$ cat src/rtl/cp0_exc_ctrl_if.sv
// Bus bundle between the M stage and the CP0 exception controller.
// The master drives pipeline state; the slave returns read data and the redirect request.
interface cp0_exc_ctrl_if #(
  parameter int unsigned HW_INT_NUM = 6
);
  logic                  en;
  logic [4:0]            CP0Add;
  logic [31:0]           CP0In;
  logic [31:0]           CP0Out;
  logic [31:0]           VPC;
  logic                  BDIn;
  logic [4:0]            ExcCodeIn;
  logic [HW_INT_NUM-1:0] HWInt;
  logic                  EXLClr;
  logic [31:0]           EPCOut;
  logic                  Req;

  modport master (
    output en, CP0Add, CP0In, VPC, BDIn, ExcCodeIn, HWInt, EXLClr,
    input  CP0Out, EPCOut, Req
  );

  modport slave (
    input  en, CP0Add, CP0In, VPC, BDIn, ExcCodeIn, HWInt, EXLClr,
    output CP0Out, EPCOut, Req
  );
endinterface

$ cat src/rtl/cp0_exc_ctrl.sv
// Coprocessor-0 exception/interrupt controller: SR, Cause, EPC, PRId and a saturating
// exception counter, plus the combinational flush/redirect request.
module cp0_exc_ctrl #(
  parameter int unsigned HW_INT_NUM = 6,
  parameter logic [31:0] PRID       = 32'h0000_7007,
  parameter int unsigned CNT_WIDTH  = 32
) (
  input logic           clk,
  input logic           reset,
  cp0_exc_ctrl_if.slave bus
);

  localparam logic [4:0] AddrSr     = 5'd12;
  localparam logic [4:0] AddrCause  = 5'd13;
  localparam logic [4:0] AddrEpc    = 5'd14;
  localparam logic [4:0] AddrPrid   = 5'd15;
  localparam logic [4:0] AddrExcCnt = 5'd16;

  logic [HW_INT_NUM-1:0] im_q, im_d;
  logic                  exl_q, exl_d;
  logic                  ie_q, ie_d;
  logic                  bd_q, bd_d;
  logic [HW_INT_NUM-1:0] ip_q, ip_d;
  logic [4:0]            exc_code_q, exc_code_d;
  logic [31:0]           epc_q, epc_d;
  logic [CNT_WIDTH-1:0]  cnt_q, cnt_d;

  logic        int_req, exc_req, req;
  logic [31:0] sr_rd, cause_rd;

  assign int_req = (|(bus.HWInt & im_q)) & ie_q & ~exl_q;
  assign exc_req = (bus.ExcCodeIn != 5'd0) & ~exl_q;
  assign req     = ~reset & (int_req | exc_req);
  assign bus.Req = req;

  always_comb begin
    im_d       = im_q;
    exl_d      = exl_q;
    ie_d       = ie_q;
    bd_d       = bd_q;
    exc_code_d = exc_code_q;
    epc_d      = epc_q;
    cnt_d      = cnt_q;
    ip_d       = bus.HWInt;
    if (req) begin
      // Taking the exception discards any same-cycle mtc0.
      exl_d      = 1'b1;
      exc_code_d = int_req ? 5'd0 : bus.ExcCodeIn;
      bd_d       = bus.BDIn;
      epc_d      = (bus.BDIn ? bus.VPC - 32'd4 : bus.VPC) & ~32'd3;
      cnt_d      = (&cnt_q) ? cnt_q : cnt_q + CNT_WIDTH'(1);
    end else begin
      if (bus.en) begin
        case (bus.CP0Add)
          AddrSr: begin
            im_d  = bus.CP0In[10 +: HW_INT_NUM];
            exl_d = bus.CP0In[1];
            ie_d  = bus.CP0In[0];
          end
          AddrEpc:    epc_d = {bus.CP0In[31:2], 2'b00};
          AddrExcCnt: cnt_d = bus.CP0In[CNT_WIDTH-1:0];
          default:    ;
        endcase
      end
      // eret clears EXL even over a same-cycle SR write.
      if (bus.EXLClr) begin
        exl_d = 1'b0;
      end
    end
  end

  always_ff @(posedge clk) begin
    if (reset) begin
      im_q       <= '0;
      exl_q      <= 1'b0;
      ie_q       <= 1'b0;
      bd_q       <= 1'b0;
      ip_q       <= '0;
      exc_code_q <= 5'd0;
      epc_q      <= 32'd0;
      cnt_q      <= '0;
    end else begin
      im_q       <= im_d;
      exl_q      <= exl_d;
      ie_q       <= ie_d;
      bd_q       <= bd_d;
      ip_q       <= ip_d;
      exc_code_q <= exc_code_d;
      epc_q      <= epc_d;
      cnt_q      <= cnt_d;
    end
  end

  always_comb begin
    sr_rd                   = 32'd0;
    sr_rd[10 +: HW_INT_NUM] = im_q;
    sr_rd[1]                = exl_q;
    sr_rd[0]                = ie_q;
    cause_rd                   = 32'd0;
    cause_rd[31]               = bd_q;
    cause_rd[10 +: HW_INT_NUM] = ip_q;
    cause_rd[6:2]              = exc_code_q;
  end

  always_comb begin
    case (bus.CP0Add)
      AddrSr:     bus.CP0Out = sr_rd;
      AddrCause:  bus.CP0Out = cause_rd;
      AddrEpc:    bus.CP0Out = epc_q;
      AddrPrid:   bus.CP0Out = PRID;
      AddrExcCnt: bus.CP0Out = 32'(cnt_q);
      default:    bus.CP0Out = 32'd0;
    endcase
  end

  assign bus.EPCOut = epc_q;

endmodule

$ cat src/flat_wrapper.sv
// flat-port wrapper written by rule: the top's interface ports become plain ports
module cp0_exc_ctrl_flat 
#(
  parameter int unsigned HW_INT_NUM = 6,
  parameter logic [31:0] PRID       = 32'h0000_7007,
  parameter int unsigned CNT_WIDTH  = 32
)
  (clk, reset, bus_en, bus_CP0Add, bus_CP0In, bus_VPC, bus_BDIn, bus_ExcCodeIn, bus_HWInt, bus_EXLClr, bus_CP0Out, bus_EPCOut, bus_Req);
  cp0_exc_ctrl_if #(.HW_INT_NUM(HW_INT_NUM)) bus_i ();
  input logic clk;
  input logic reset;
  input wire logic [$bits(bus_i.en)-1:0] bus_en;
  input wire logic [$bits(bus_i.CP0Add)-1:0] bus_CP0Add;
  input wire logic [$bits(bus_i.CP0In)-1:0] bus_CP0In;
  input wire logic [$bits(bus_i.VPC)-1:0] bus_VPC;
  input wire logic [$bits(bus_i.BDIn)-1:0] bus_BDIn;
  input wire logic [$bits(bus_i.ExcCodeIn)-1:0] bus_ExcCodeIn;
  input wire logic [$bits(bus_i.HWInt)-1:0] bus_HWInt;
  input wire logic [$bits(bus_i.EXLClr)-1:0] bus_EXLClr;
  output wire logic [$bits(bus_i.CP0Out)-1:0] bus_CP0Out;
  output wire logic [$bits(bus_i.EPCOut)-1:0] bus_EPCOut;
  output wire logic [$bits(bus_i.Req)-1:0] bus_Req;
  assign bus_i.en = bus_en;
  assign bus_i.CP0Add = bus_CP0Add;
  assign bus_i.CP0In = bus_CP0In;
  assign bus_i.VPC = bus_VPC;
  assign bus_i.BDIn = bus_BDIn;
  assign bus_i.ExcCodeIn = bus_ExcCodeIn;
  assign bus_i.HWInt = bus_HWInt;
  assign bus_i.EXLClr = bus_EXLClr;
  assign bus_CP0Out = bus_i.CP0Out;
  assign bus_EPCOut = bus_i.EPCOut;
  assign bus_Req = bus_i.Req;
  cp0_exc_ctrl #(.HW_INT_NUM(HW_INT_NUM), .PRID(PRID), .CNT_WIDTH(CNT_WIDTH)) u_core (.clk(clk), .reset(reset), .bus(bus_i));
endmodule
$ cat config.mk
export PLATFORM = sky130hd
export DESIGN_NAME = cp0_exc_ctrl_flat
export DESIGN_NICKNAME = d
export VERILOG_FILES = /design/src/rtl/cp0_exc_ctrl_if.sv /design/src/rtl/cp0_exc_ctrl.sv /design/src/flat_wrapper.sv
export SDC_FILE = /design/constraint.sdc
export NUM_CORES = 1
export LEC_CHECK = 0
export BUFFER_PORTS_ARGS = -buffer_cell sky130_fd_sc_hd__buf_2
export CORE_MARGIN = 10
export CORE_UTILIZATION = 53
export DETAILED_ROUTE_END_ITERATION = 10
export GPL_TIMING_DRIVEN = 0
export PLACE_DENSITY_LB_ADDON = 0.3
export REMOVE_ABC_BUFFERS = 1
export SYNTH_ARGS = -nofsm -noshare
export SYNTH_HDL_FRONTEND = slang
export SYNTH_SLANG_ARGS = --single-unit
$ cat constraint.sdc
create_clock -name clk -period 4.1 [get_ports clk]
set_clock_uncertainty 0.2 [all_clocks]
set_input_delay 1.23 -clock clk [delete_from_list [all_inputs] [get_ports clk]]
set_output_delay 1.23 -clock clk [all_outputs]
set_load 0.05 [all_outputs]
Word-level counts from Yosys, hierarchy flattened

Cells that the tools add are included.

Register bits after elaboration: 82
Input bits: 85
Output and inout bits: 65

$add $sub $neg: 2
Equal/unequal tests: 6
Muxes and demuxes: 14
Bitwise gates (word level): 9
Reductions and logical operators: 12

Operator list:

| kind                  | number |
|---|---|
| $mux 32               | 8 |
| $pmux 32 s5           | 1 |
| $add 32x1->32 const B | 1 |
| $reduce_and 32->1     | 1 |
| $sub 32x3->32 const B | 1 |
| $eq 5x4->1 const B    | 4 |
| $and 6x6->6           | 1 |
| $reduce_and 3->1      | 2 |
| $reduce_bool 2->1     | 3 |
| $reduce_bool 3->1     | 2 |
| $reduce_or 6->1       | 1 |
| $eq 5x5->1 const B    | 1 |
| $mux 5                | 1 |
| $reduce_bool 5->1     | 1 |
| $and 1x1->1           | 4 |
| $mux 1                | 4 |
| $reduce_and 2->1      | 2 |
| $not 1->1             | 3 |
| $ne 2x2->1 const B    | 1 |
| $or 1x1->1            | 1 |

Logic depth before layout (Yosys ltp)

Depth in word-level cells: 8
Depth in mapped cells: 10

Worst setup path before layout

No wires, ideal clock.

Path type: input to output
Start point: input bus_CP0Add[0]
End point: output bus_CP0Out[0]
Arrival time: 2.870 ns
Path slack: -0.200 ns
Stages: 4
Path buffers: 1
Cell sequence: clkbuf_1 > and2_1 > a21oi_1 > o21ai_0

Word-level cells in the longest chain between the ends: 2

Ends and longest elaborated chain:

| item                                            | RTL line            | source |
|---|---|---|
| start: declaration                              | flat_wrapper.sv:13  | `input wire logic [$bits(bus_i.CP0Add)-1:0] bus_CP0Add;` |
| $eq 5x5->1 / $eq 5x4->1 (equally long branches) | cp0_exc_ctrl.sv:106 | `case (bus.CP0Add)` |
| $pmux 32 s5 *                                   | cp0_exc_ctrl.sv:106 |  |
| end: declaration                                | flat_wrapper.sv:20  | `output wire logic [$bits(bus_i.CP0Out)-1:0] bus_CP0Out;` |

Mark *: on every way between the ends. The rest lies on a longest branch, timed or not.

Worst setup path in the final report

Start point: input bus_CP0Add[4]
End point: output bus_CP0Out[31]

The elaborated chain is that of the path after synthesis.

==> results.ini <==
[synth]
yosysMostFrequentCell = dfxtp_1
synthDistinctLibCells = 63
synth-edff-count = 0
avgSynthCellArea_um2 = 7.71
synth_top_area_share = 0.314
synthArstFlopShare = 0
ys_top_cells_by_area = dfxtp_1 31%, nand2_1 5.0%, nor2_1 4.7%, mux2i_1 4.4%, a311oi_1 4.0%
ys_seq_elements = 82
synth_top_cell_by_area = dfxtp_1
yosysSeqAreaShare = 0.314
yosys_warnings = 0
synth_flop_cell = dfxtp_1
netlist_instances = 677
ys_top_cells_by_count = 82 x dfxtp_1, 69 x nand2_1, 66 x nor2_1
syn_area_um2 = 5220

[global_routing]
grt_use_met1 = 0.314
grt_pass1_vias = 6099
grt_pass1_wl_um = 30500
grt-busiest-layer = met2
grt_antenna_before_repair = 1
grt_usage = 0.258
grt_max_degree = 50
gr-total-overflow = 0
gr-usage-met2 = 0.423
grt_use_met3 = 0.0468

[setup_path]
worstSetupPathType = input pin to output pin
worstReg2RegStart = u_core.cnt_q[1]$_SDFFE_PP0P_
cp_max_fo = 39
worstSetupEndpointType = output pin
worst_path_max_delay_cell = a222oi_1
cp_top_family = buffers and inverters
crit_chain = buf_2 -> nand3b_1 -> buf_4 -> nor2_4 -> buf_12 -> a222oi_1 -> inv_1 -> buf_2
critPathArrivalTime_ns = 2.71
cpMostUsedCell = buf_2
startpoint_type = input pin
crit_buf_inv = 5
startpoint = bus_CP0Add[4]
cp.required_ns = 2.67
crit_path_max_incr_delay_ns = 0.46

[detailed_routing]
wl_per_cell_um = 21.2
antenna_left = 0
dr.pass1.iters = 7
drc = 0
viasPerCell = 6.69
drtIter0Drc = 865
routed_wl_um = 19900
vias = 6267

[floorplanning]
die-area_um2 = 14200
ios = 150
die_width_um = 119
coreArea_um2 = 9680
floorplan.rows = 36
fp.dieH_um = 119
initial_core_util = 0.539

[timing]
worst_pin_slew_ns = 1.18
max_slew_margin = 0.214
worst_slack_ns = -0.0422
finalCriticalPeriod_ns = 4.14
setup_viol = 1
hold_viol = 0
setup_tns_ns = -0.0422
period_share = 1.01
maxSlewViolCount = 0
max_freq_mhz = 241
rsz0062_at_grt = true
hold_ws_ns = 0.277

[finish]
fillerInstances = 811
syn2layout_area_growth_pct = 22.6
layout-drive-gt1-share = 0.252
final_util = 0.661
fin_nets = 886

[placed_design]
place_ws_ns = -1.08
dp_hpwl_um = 12900
place.gp.congestion = 0.902
port_buffers = 145

[worst_hold_path]
holdCritPathClass = register to register
hold_path_startpoint = u_core.exc_code_q[2]$_SDFFE_PP0P_

[clocking]
cts.sinks = 82
hold_buffers = 0
insertion_delay_ns = 0.37
clock_path_buffers = 2
tritoncts = done
cts-root-buf = clkbuf_8
path_clk_slew_ns = 0.09
numCtsBuffers = 9
cts-htree-levels = 3

[power_and_ir_drop]
power_density_nw_per_um2 = 319
ir_worst_vdd_mv = 0.165
leakagePower_nw = 2.64
p_total_mw = 2.04

[outcome]
violations = setup timing
status = complete, but fails checks

[job]
maxCapViolCount = 0

## final cells by class
type,count,area [um^2],area share
sequential,82,1640,0.256
antenna,1,2.50,0.000391
timing repair buffer,157,953,0.149
clock inverter,6,68.8,0.0108
multi-input combinational,538,3400,0.530
inverter,11,48.8,0.00762
tap,133,166,0.0260
clock buffer,9,124,0.0194
## worst paths after layout
| path | endpoint | slack, ns | cells past startpoint |
|---|---|---|---|
| min reg2reg | u_core.exc_code_q[2]$_SDFFE_PP0P_ | 0.28 | 2 |
| min | u_core.exc_code_q[2]$_SDFFE_PP0P_ | 0.28 | 2 |
| max | bus_CP0Out[31] | -0.04 | 8 |
| max reg2reg | u_core.cnt_q[1]$_SDFFE_PP0P_ | 0.77 | 7 |
## stage by stage
| step | instance area [um^2] | cells |
|---|---|---|
| finish | 6400 | 937 |
| global route | 6400 | 937 |
| CTS | 6380 | 934 |
| detailed placement | 5970 | 909 |
| global placement | 5890 | 906 |
| floorplan | 5000 | 628 |
## worst min-delay path, stage by stage (launching register included)
cell and delay [ns]:
dfxtp_1 0.32, nand2_1 0.06, a21oi_1 0.06
## sequential cells by signal, indices dropped and copies added, names as in the netlist
register and cells:
u_core.bd_q 1, u_core.bus.EPCOut 30, u_core.cnt_q 32, u_core.exc_code_q 5
u_core.exl_q 1, u_core.ie_q 1, u_core.im_q 6, u_core.ip_q 6
## power by group
part           total [mW]  internal [mW]  switching (mW)
Clock               0.605          0.280           0.324
Combinational       0.529          0.180           0.348
Sequential          0.906          0.851          0.0553
## cells by family after synthesis
group           share of synthesized area
compound gates                      0.240
xor+xnor                           0.0403
fa+ha+maj                         0.00479
buf+inv                            0.0511
flops                               0.314
mux                                0.0570
other cells                      0.000718
simple gates                        0.292
## layer usage
metal,share of wire,vias up
met5,0,-
met4,0.036,0
met3,0.10,83
met2,0.48,493
met1,0.38,2913
li1,-,2778
## timing repair
action,in CTS,in global routing
cloned,5,1
resized for setup,18,1
buffers inserted,5,1
pin swaps,4,2
endpoints found under the setup margin,38,9
## placed cells by master (no fill, tap or decap), types with 4 or more instances in the layout
master      n
nand2_1    68
o21ai_1    18
and3_1      4
or2_2       4
a21oi_1    37
a22o_1     18
a222oi_1    5
mux2i_1    23
nand3_1    38
or3_1       7
a31oi_1    10
buf_4       7
a211oi_1    9
xor2_1      8
o211ai_1    6
nand4_1    10
nor4_1     15
and2_1     21
nor2b_1     7
buf_2     141
a21o_1      4
or4_1      12
dfxtp_1    82
nor3_1     23
inv_1      10
xnor2_1    16
nor2_1     63
mux2_2      6
a311oi_1   24
o21ai_0    21
clkbuf_8    9
(Power assumes the default switching activity.)
